[config.mk]
export PLATFORM = sky130hd
export DESIGN_NAME = buzzer_pattern_arbiter
export DESIGN_NICKNAME = d
export VERILOG_FILES = /design/src/rtl/buzzer_pkg.sv /design/src/rtl/buzzer_tone_gen.sv /design/src/rtl/buzzer_pattern_arbiter.sv
export SDC_FILE = /design/constraint.sdc
export NUM_CORES = 1
export LEC_CHECK = 0
export ABC_AREA = 1
export BUFFER_PORTS_ARGS = -buffer_cell sky130_fd_sc_hd__buf_2
export CAP_MARGIN = 20
export CORE_ASPECT_RATIO = 0.9
export CORE_UTILIZATION = 61
export DETAILED_ROUTE_END_ITERATION = 10
export HOLD_SLACK_MARGIN = 0.05
export PLACE_DENSITY = 0.95
export SYNTH_ARGS = -nofsm -noshare
export SYNTH_HDL_FRONTEND = slang
export SYNTH_SLANG_ARGS = --single-unit
[constraint.sdc]
create_clock -name clk -period 2.8 [get_ports clk]
set_input_delay 0 -clock clk [delete_from_list [all_inputs] [get_ports clk]]
set_output_delay 0 -clock clk [all_outputs]
set_load 0.03 [all_outputs]
[src/rtl/buzzer_pkg.sv]
// Shared types and constants for the buzzer pattern arbiter and its tone generator.
package buzzer_pkg;

  typedef enum logic [1:0] {
    IDLE = 2'd0,
    ON   = 2'd1,
    OFF  = 2'd2,
    DONE = 2'd3
  } state_t;

  localparam int unsigned MIN_HALF = 2;   // shortest legal tone half-period, cycles
  localparam int unsigned MS_W     = 10;  // width of on_ms / off_ms and the ms counter

  // Clock cycles per duration tick; the arbiter names the result MS_CYCLES.
  function automatic int unsigned ms_cycles(input int unsigned clk_hz, input int unsigned tick_hz);
    return clk_hz / tick_hz;
  endfunction

  function automatic int unsigned pre_width(input int unsigned cycles);
    return (cycles > 1) ? $clog2(cycles) : 1;
  endfunction

endpackage

[src/rtl/buzzer_tone_gen.sv]
// Square-wave tone generator: toggles every half_per cycles while en is high,
// and holds counter and output cleared while en is low.
module buzzer_tone_gen
  import buzzer_pkg::*;
#(
  parameter int unsigned HALF_W = 17
) (
  input  logic              clk,
  input  logic              rst,
  input  logic              en,
  input  logic [HALF_W-1:0] half_per,
  output logic              audio
);

  logic [HALF_W-1:0] cnt;
  logic              tone_q;

  // NOTE: sequential state uses non-blocking assignments only, so every flop
  // samples values from before the edge regardless of statement order.
  always_ff @(posedge clk) begin
    if (rst || !en) begin
      cnt    <= '0;
      tone_q <= 1'b0;
    end else if (cnt == half_per - HALF_W'(1)) begin
      cnt    <= '0;
      tone_q <= ~tone_q;
    end else begin
      cnt <= cnt + HALF_W'(1);
    end
  end

  // Gating keeps the pin quiet on the cycle the tone is switched off.
  assign audio = en & tone_q;

endmodule

[src/rtl/buzzer_pattern_arbiter.sv]
// Fixed-priority owner of the PmodAMP2 buzzer: grants one alert source and plays its
// ON/OFF beep pattern. Define BUZZ_PREEMPT_EN to let higher-priority requests abort a pattern.
module buzzer_pattern_arbiter
  import buzzer_pkg::*;
#(
  parameter int unsigned NUM_REQ = 4,
  parameter int unsigned CLK_HZ  = 100_000_000,
  parameter int unsigned TICK_HZ = 1000,
  parameter int unsigned HALF_W  = 17
) (
  input  logic                      clk,
  input  logic                      rst,
  input  logic [NUM_REQ-1:0]        req,
  input  logic [NUM_REQ*HALF_W-1:0] req_half_per,
  input  logic [NUM_REQ*4-1:0]      req_beeps,
  input  logic [MS_W-1:0]           on_ms,
  input  logic [MS_W-1:0]           off_ms,
  output logic [NUM_REQ-1:0]        grant,
  output logic [NUM_REQ-1:0]        done,
  output logic                      busy,
  output logic                      audio_out,
  output logic                      amp_gain,
  output logic                      amp_shdn
);

  localparam int unsigned       MS_CYCLES = ms_cycles(CLK_HZ, TICK_HZ);
  localparam int unsigned       PRE_W     = pre_width(MS_CYCLES);
  localparam logic [PRE_W-1:0]  PRE_LAST  = PRE_W'(MS_CYCLES - 1);

  state_t              state;
  logic [HALF_W-1:0]   half_lat;
  logic [3:0]          beeps_left;
  logic [MS_W-1:0]     on_len;
  logic [MS_W-1:0]     off_len;
  logic [PRE_W-1:0]    pre_cnt;
  logic [MS_W-1:0]     ms_cnt;

  logic [NUM_REQ-1:0]  win_onehot;
  logic [HALF_W-1:0]   win_half;
  logic [3:0]          win_beeps;
  logic                preempt;
  logic                ms_edge;
  logic                on_end;
  logic                off_end;

  // NOTE: every always_comb output gets a default first, so no path can infer a latch.
  always_comb begin
    win_onehot = '0;
    win_half   = '0;
    win_beeps  = '0;
    // Descending scan: the lowest set index is assigned last and wins.
    for (int i = NUM_REQ - 1; i >= 0; i--) begin
      if (req[i]) begin
        win_onehot    = '0;
        win_onehot[i] = 1'b1;
        win_half      = req_half_per[i*HALF_W +: HALF_W];
        win_beeps     = req_beeps[i*4 +: 4];
      end
    end
    if (win_half < HALF_W'(MIN_HALF)) win_half = HALF_W'(MIN_HALF);
  end

`ifdef BUZZ_PREEMPT_EN
  // grant is one-hot, so grant-1 masks exactly the higher-priority indices.
  assign preempt = |(req & (grant - NUM_REQ'(1)));
`else
  assign preempt = 1'b0;
`endif

  assign ms_edge = (pre_cnt == PRE_LAST);
  assign on_end  = ms_edge && (ms_cnt == on_len - MS_W'(1));
  assign off_end = (off_len == '0) || (ms_edge && (ms_cnt == off_len - MS_W'(1)));

  always_ff @(posedge clk) begin
    if (rst) begin
      state      <= IDLE;
      grant      <= '0;
      done       <= '0;
      busy       <= 1'b0;
      amp_shdn   <= 1'b0;
      half_lat   <= '0;
      beeps_left <= '0;
      on_len     <= '0;
      off_len    <= '0;
      pre_cnt    <= '0;
      ms_cnt     <= '0;
    end else begin
      done <= '0;
      if (ms_edge) begin
        pre_cnt <= '0;
        ms_cnt  <= ms_cnt + MS_W'(1);
      end else begin
        pre_cnt <= pre_cnt + PRE_W'(1);
      end

      case (state)
        IDLE: begin
          pre_cnt <= '0;
          ms_cnt  <= '0;
          if (|req) begin
            grant      <= win_onehot;
            half_lat   <= win_half;
            beeps_left <= win_beeps;
            on_len     <= (on_ms == '0) ? MS_W'(1) : on_ms;
            off_len    <= off_ms;
            busy       <= 1'b1;
            if (win_beeps == 4'd0) begin
              state <= DONE;
              done  <= win_onehot;
            end else begin
              state    <= ON;
              amp_shdn <= 1'b1;
            end
          end
        end

        ON: begin
          if (preempt) begin
            state    <= IDLE;
            grant    <= '0;
            busy     <= 1'b0;
            amp_shdn <= 1'b0;
          end else if (on_end) begin
            state   <= OFF;
            pre_cnt <= '0;
            ms_cnt  <= '0;
          end
        end

        OFF: begin
          if (preempt) begin
            state    <= IDLE;
            grant    <= '0;
            busy     <= 1'b0;
            amp_shdn <= 1'b0;
          end else if (off_end) begin
            beeps_left <= beeps_left - 4'd1;
            pre_cnt    <= '0;
            ms_cnt     <= '0;
            if (beeps_left > 4'd1) begin
              state <= ON;
            end else begin
              state    <= DONE;
              done     <= grant;
              amp_shdn <= 1'b0;
            end
          end
        end

        DONE: begin
          state <= IDLE;
          grant <= '0;
          busy  <= 1'b0;
        end

        default: state <= IDLE;
      endcase
    end
  end

  buzzer_tone_gen #(
    .HALF_W (HALF_W)
  ) u_tone (
    .clk      (clk),
    .rst      (rst),
    .en       (state == ON),
    .half_per (half_lat),
    .audio    (audio_out)
  );

  assign amp_gain = 1'b1;

endmodule

==> key figures, run 1 <==
Pwr
  • Overall power: 6.416 mW
  • PD cells: 814.7 nW/um^2
  • Int Power: 3.496 mW
  • Net Sw Frac: approximately 46%
  • Maximum vdd drop: roughly 0.50 mV
  • Clock share of power: 19.8%
  • Part of the power in combinational logic: 49.3%
  • P_leak: approximately 3.7 nW
  • Register share of total power: a little under a third
  • Net switching power figure: 2.920 mW

Synthesis
  • Dominant cells by area after synthesis: dfxtp_1 31%, nand2_1 16%, nor2_1 9.6%
  • Prevailing post-synth register cell: dfxtp_1
  • Post-Syn Instances: 991
  • Sequential area share after synthesis: 30.67%
  • Mapped cell area: 6397 um^2
  • Cell variety after synth: 46
  • Synthesized net count: ~1100
  • #FFs+latches synth: 98
  • Ys Warns: 0
  • Post-synth top area share: between 30% and 40%
  • Area leader, netlist: dfxtp_1
  • Ys async rst share: 0%
  • Mapped Avg Cell Area: about 6.5 um^2
  • EDFF count, synth: 0

Die
  • Starting Density: 62.70%
  • Die area: 10900 um^2
  • Num ports: 122
  • Die height: 99.16 um
  • Die X: 110.0 um
  • Row count: 35
  • Core area: 10200 um^2

Global route
  • First-pass GRT wire length: 32.40 mm
  • Number of global-route vias before repair: 7156
  • Initial antenna violation count: 1
  • Largest net degree at the start of global routing: 47
  • Congestion Overflow GR: 0
  • GR Util All Layers: around two fifths

Setup path
  • Critical Path RT: 3.07 ns
  • Crit Path Max Fanout: 46
  • Worst r2r dst: half_lat[2]
  • Setup CP Type: flip-flop to flip-flop
  • Critical path startpoint category: flip-flop
  • Reg2reg setup slack: 0.21 ns
  • Worst reg2reg startpoint: state[0]
  • Crit end category: flip-flop
  • Worst R2R Path Depth: 8
  • Crit path DAT: between 2 and 3 ns

Timing
  • Tmin final: between 2 and 3 ns
  • TNS Setup: 0 ns
  • Slew HR: 58.92%
  • Final Setup Violations: 0
  • Fmax: about 390 MHz
  • Worst clock skew: 0.01445 ns
  • Fin. Hold Viols: 0
  • Worst-margin pin slew: 0.6156 ns
  • Final period util: slightly above 90%
  • Final Max Tran Viols: 0
  • RSZ-0062 raised after global routing: false

Placement
  • Half-perimeter wire length after detailed placement: 12.74 mm
  • Placed cells: 1219
  • Post-DP Area: 7076 um^2
  • RD Place Congestion: 0.9176
  • PortBufs: 120

CTS
  • Postcts setup bufs: 0
  • CTS tree: built
  • Clock sink count: 98
  • Post-CTS Resized: 0
  • Clock tree root buffer cell: clkbuf_16
  • Clk_lat worst skew: 0.35 ns
  • CTS Hold Bufs: 50
  • CTS Buf Count: 9
  • CTS Buffer Depth: 2
  • Clk slew on worst S/H paths: 0.08 ns
  • H-tree lvl count: 3

Final layout
  • # fillers: between 600 and 700
  • Final #Nets: 1274
  • Fin area: 7875 um^2
  • Core Util, Final: 77.18%
  • Share of layout cells above drive strength 1: 17.30%
  • Area grow syn2layout: 23.10%
  • Finished Layout Cells: approximately 1300

Drt
  • Detail Route Antenna Nets: 0
  • Via count: 7508
  • Drt pass-1 iters: 7
  • Routed Wire Length: 20.41 mm
  • Vias/cell: 5.838
  • Iter 0 DRT Violations: between 800 and 900
  • Post-route DRC: 0
  • Routed WL per cell: 15.87 um

Hold path
  • Hold path startpoint: rst
  • Hold path cells: 2
  • Hold path endpoint: grant[0]
  • Worst min path class: primary input to flip-flop

Run
  • Max-cap violations: 0

Outcome
  • Outcome: finished, final reports clean
==> area by class of cell <==
class / count / area, um^2 / area share (%)
multi-input cells: 762 / 3916 / 49.73
flip-flops and latches: 98 / 1962 / 24.91
repair buffers: 176 / 1146 / 14.55
inverters: 104 / 390.4 / 4.957
clock buffers: 11 / 242.7 / 3.082
well taps: 129 / 161.4 / 2.050
clock inverters: 5 / 53.80 / 0.6832
diodes: 1 / 2.502 / 0.03178
==> layer usage <==
metal  vias up  global-route usage, %  share of wire (%)  routed length, um
li1       3457                      -                  -                  -
met5         -                      0                  0                  0
met3       151                  9.240                 10               2138
met1      3362                  44.92                 38               7725
met2       538                  60.34                 45               9206
met4         0                  27.49                6.6               1343
==> worst max-delay path by stage <==
stage / slack (ns) / to / startpoint
2_1_floorplan: 0.93 / pre_cnt[11] / off_len[0]
3_3_place_gp: 0.80 / pre_cnt[0] / off_len[0]
3_5_place_dp: 0.68 / pre_cnt[1] / off_len[0]
4_1_cts: 0.50 / half_lat[3] / state[0]
5_1_grt: 0.16 / half_lat[2] / state[0]
6_report: 0.21 / half_lat[2] / state[0]
==> registers in the layout, summed over array words and instances, names as in the netlist <==
| register | cells |
|---|---|
| pre_cnt | 17 |
| half_lat | 17 |
| amp_shdn | 1 |
| done | 4 |
| grant | 4 |
| on_len | 10 |
| ms_cnt | 10 |
| state | 2 |
| u_tone.tone_q | 1 |
| busy | 1 |
| off_len | 10 |
| u_tone.cnt | 17 |
| beeps_left | 4 |
==> power groups by stage <==
| stage | registers (mW) | logic [mW] | clock network [mW] |
|---|---|---|---|
| 2_1_floorplan | 1.93 | 2.17 | 0 |
| 3_3_place_gp | 1.95 | 2.68 | 0 |
| 3_5_place_dp | 1.96 | 2.77 | 0 |
| 4_1_cts | 1.94 | 2.98 | 1.26 |
| 5_1_grt | 2.00 | 3.47 | 1.31 |
| 6_report | 1.98 | 3.16 | 1.27 |
==> worst max-delay path, stage by stage (launching register included) <==
cell	delay (ns)
dfxtp_1	0.34
inv_1	0.12
ha_1	0.21
inv_1	0.12
a31oi_4	0.18
buf_4	0.43
o21ai_0	0.22
a31oi_1	0.19
dlygate4sd3_1	0.68
==> through the flow <==
step,hold WS (ns),worst slack (ns)
global placement,0.2264,0.7955
floorplan,0.1349,0.9252
global route,0.1130,0.1629
finish,0.1017,0.2071
detailed placement,0.2301,0.6837
CTS,0.07587,0.4971
==> synth_stat cells (2+ instances only) <==
master and count:
or2_2 3, o22ai_1 4, a211oi_1 2, buf_1 2, o21ai_0 58, nor3_1 8, nand4_1 17, buf_4 2
a31oi_1 18, nor2_1 164, nand3_2 6, nor2_4 12, nand3_1 32, xnor2_1 22, xor2_1 34, inv_1 96
o21ai_1 2, clkbuf_1 12, inv_2 7, nand3b_1 4, xnor3_1 2, buf_2 7, clkbuf_2 2, nand3_4 3
nand2_2 6, nor2_2 16, ha_1 13, o21bai_1 3, dfxtp_1 98, nor3b_1 2, nor3_2 4, a21oi_1 39
nand2_1 276, nor4_1 3
==> placed cells by master (no fill, tap or decap), types with 22 or more instances in the layout <==
cell,instances
a21oi_1,39
buf_2,120
dfxtp_1,98
dlygate4sd3_1,50
inv_1,96
nand2_1,276
nand3_1,32
nor2_1,164
o21ai_0,58
xnor2_1,22
xor2_1,34
==> cells by family after synthesis <==
family                   Yosys count  share of synthesized area (%)
buffers and inverters            131                          8.351
other                              1                        0.05862
AND/OR/NAND/NOR                  560                          39.04
adder cells (fa/ha/maj)           13                          2.543
XOR/XNOR                          58                          8.371
AO/OA/AOI/OAI                    130                          10.97
flip-flops                        98                          30.67
No activity file was read; power rests on OpenSTA's default activity.
==> run 2: changes to the inputs <==
SYNTH_HIERARCHICAL = 1   (was default)
==> run 2 against run 1 <==
Final area down 1.3%. Setup slack improved by 0.13 ns. Worst hold slack improved by 0.0028 ns. Wire length is 3.6% lower. Cell count rose by 1.3%. Critical path depth unchanged. Clock-buffer cell count down 1. Register-to-register slack improved by 0.13 ns. Total power is 2.6% lower. First-iteration DRC count down 26%. Sequential power about the same. Synthesized area decreased by 0.94%. Critical endpoint is now half_lat[3]. Largest power group unchanged.
==> key figures, run 2 <==
Pwr
  • Part of the power in combinational logic: 48.5%
  • Maximum vdd drop: 0.5489 mV
  • Net Sw Frac: 45.96%
  • Register share of total power: roughly 32%
  • Clock share of power: 19.4%
  • Net switching power figure: between 2 and 3 mW
  • Int Power: 3.376 mW
  • P_leak: around 3.7 nW
  • PD cells: 803.7 nW/um^2

Setup path
  • Worst r2r dst: half_lat[3]
  • Reg2reg setup slack: 0.34 ns
  • CP cell instances: inv_1 -> ha_1 -> inv_1 -> a31oi_4 -> buf_4 -> o21ai_0 -> a31oi_1 -> dlygate4sd3_1
  • Critical Path RT: 3.09 ns
  • Crit Path Max Fanout: 40
  • Worst setup path start: state[1]
  • Setup crit end: half_lat[3]
  • Worst path slowest cell: dlygate4sd3_1
  • Most common cell on crit path: inv_1
  • Crit path DAT: about 2.8 ns
  • Crit-path max cell delay: 0.60 ns
  • Setup CP Type: flip-flop to flip-flop
  • Worst R2R Path Depth: 8
  • Critical path startpoint category: flip-flop
  • Worst reg2reg startpoint: state[1]
  • Crit end category: flip-flop

Placement
  • Setup slack at placement: 0.6392 ns
  • RD Place Congestion: 0.9119
  • Post-DP Area: 7025 um^2
  • Half-perimeter wire length after detailed placement: 13.22 mm
  • PortBufs: 120

Global route
  • Number of global-route vias before repair: 7060
  • Initial antenna violation count: 0
  • First-pass GRT wire length: 32.30 mm
  • Largest net degree at the start of global routing: between 40 and 50
  • Congestion Overflow GR: 0
  • GR Util All Layers: 38.40%

Outcome
  • Outcome: finished, final reports clean

Final layout
  • # fillers: 695
  • Final #Nets: about 1300
  • Commonest non-fill, non-tap cell in the layout: nand2_1
  • Share of layout cells above drive strength 1: 16.48%
  • Core Util, Final: a little under 80%
  • Area grow syn2layout: 22.65%
  • Final antenna diode count: 0
  • Most frequent cells in the layout: 319 x nand2_1, 163 x nor2_1, 120 x buf_2, 98 x dfxtp_1, 92 x inv_1
  • Fin area: 7772 um^2
  • Largest registers: half_lat (17), pre_cnt (17), u_tone/cnt (17)

CTS
  • Clock tree root buffer cell: clkbuf_16
  • Clk slew on worst S/H paths: 0.07 ns
  • CTS Buf Count: 9
  • CTS tree: built
  • Clock sink count: 98
  • CTS Hold Bufs: 46
  • H-tree lvl count: 3
  • CTS Buffer Depth: 2
  • Clk_lat worst skew: ~0.36 ns
  • Post-CTS Resized: 0
  • Postcts setup bufs: 0

Timing
  • Final period util: 87.89%
  • Slew HR: 50.20%
  • Final worst setup slack: around 0.34 ns
  • Worst clock skew: around 0.011 ns
  • Final Setup Violations: 0
  • Fin. Hold Viols: 0
  • RSZ-0062 raised after global routing: false
  • Tmin final: 2.461 ns
  • Final Max Tran Viols: 0
  • Worst Hold Slack: 0.1045 ns
  • Worst-margin pin slew: 0.7462 ns
  • Fmax: 406.4 MHz
  • TNS Setup: 0 ns

Synthesis
  • Post-synth top area share: a little under a third
  • EDFF count, synth: 0
  • Most instantiated library cell after synthesis: nand2_1
  • Prevailing post-synth register cell: dfxtp_1
  • Ys async rst share: 0%
  • Post-Syn Instances: 1014
  • Cell variety after synth: 43
  • Dominant cells by area after synthesis: dfxtp_1 31%, nand2_1 19%, nor2_1 9.7%
  • #FFs+latches synth: 98
  • Synthesized net count: 1137
  • Sequential area share after synthesis: 30.96%
  • Ys Warns: 6
  • Mapped Avg Cell Area: 6.250 um^2
  • Area leader, netlist: dfxtp_1
  • Mapped cell area: ~6300 um^2
  • Commonest cells post-synth: 319 x nand2_1, 163 x nor2_1, 98 x dfxtp_1

Die
  • Die X: 109.4 um
  • Die area: about 11000 um^2
  • Row count: 34
  • Die height: 98.70 um
  • Num ports: about 120
  • Starting Density: between 60 and 70%
  • Core area: just under 10000 um^2

Drt
  • Iter 0 DRT Violations: between 600 and 700
  • Routed WL per cell: 15.11 um
  • Drt pass-1 iters: 6
  • Detail Route Antenna Nets: 0
  • Post-route DRC: 0
  • Via count: 7295
  • Routed Wire Length: between 15 and 20 mm
  • Vias/cell: approximately 5.6

Run
  • Max-cap violations: 0

Hold path
  • Worst min path class: primary input to flip-flop
run 2: cell count changes in the layout (fill, tap and decap cells not counted), sizes merged, moves of 2 or more:
| cell | delta |
|---|---|
| nand3b | +2 |
| xnor2 | +2 |
| xnor3 | -2 |
| a211oi | +3 |
| a21oi | +8 |
| nor2 | -20 |
| nand3 | +5 |
| inv | +14 |
| o21ai | -10 |
| nand4 | -7 |
| nand2 | +42 |
| nor3 | -5 |
| dlygate4sd3 | -4 |
run 2: worst min path at each step:
stage | endpoint | cells past startpoint | from | slack [ns]
3_3_place_gp | on_len[7] | 3 | on_ms[7] | 0.24
6_report | done[2] | 5 | req[2] | 0.10
2_1_floorplan | on_len[9] | 2 | on_ms[9] | 0.13
3_5_place_dp | on_len[9] | 3 | on_ms[9] | 0.26
5_1_grt | grant[3] | 3 | rst | 0.14
4_1_cts | grant[0] | 3 | req[0] | 0.09
run 2: layout make-up:
class	instances	area [um^2]	area share (%)
sequential	98	1962	25.24
multi-input combinational	775	3829	49.26
tap	126	157.7	2.028
clock inverter	6	47.55	0.6117
timing repair buffer	171	1099	14.13
inverter	117	439.2	5.650
clock buffer	10	239.0	3.075
run 2: metrics by stage:
step	cells	power (mW)
5_1_grt	1303	6.648
4_1_cts	1303	6.049
3_3_place_gp	1241	4.619
2_1_floorplan	1014	4.060
3_5_place_dp	1241	4.715
6_report	1303	6.247
run 2: cell families (layout without fill, tap and decap cells):
kind of cell	count (synthesis)	after routing	share of synthesized area, %
other cells	1	1	0.05917
simple gates	573	573	38.10
compound gates	129	129	11.29
fa+ha+maj	13	13	2.567
xor+xnor	59	59	8.154
buf+inv	141	304	8.865
flops	98	98	30.96
run 2: routing by layer:
layer	part of all wire [%]	track usage [%]	vias to the layer above
li1	-	-	3494
met1	40	46.56	3251
met2	46	61.93	458
met3	9.8	10.05	92
met4	4.2	20.41	0
met5	0	0	-
run 2: critical path: cells and delay by family, from the launching register on:
kind,cells,cell delay [ns]
AOI/OAI and AO/OA,3,0.53
adders and majority gates,1,0.27
DFF,1,0.33
buffers and inverters,4,1.25
run 2: power by group through the flow:
stage | logic [mW] | registers (mW) | clock network (mW)
final | 3.03 | 2.01 | 1.21
after global routing | 3.34 | 2.04 | 1.27
after CTS | 2.87 | 1.97 | 1.21
after detailed placement | 2.72 | 2.00 | 0
after global placement | 2.63 | 1.99 | 0
after floorplan | 2.10 | 1.96 | 0
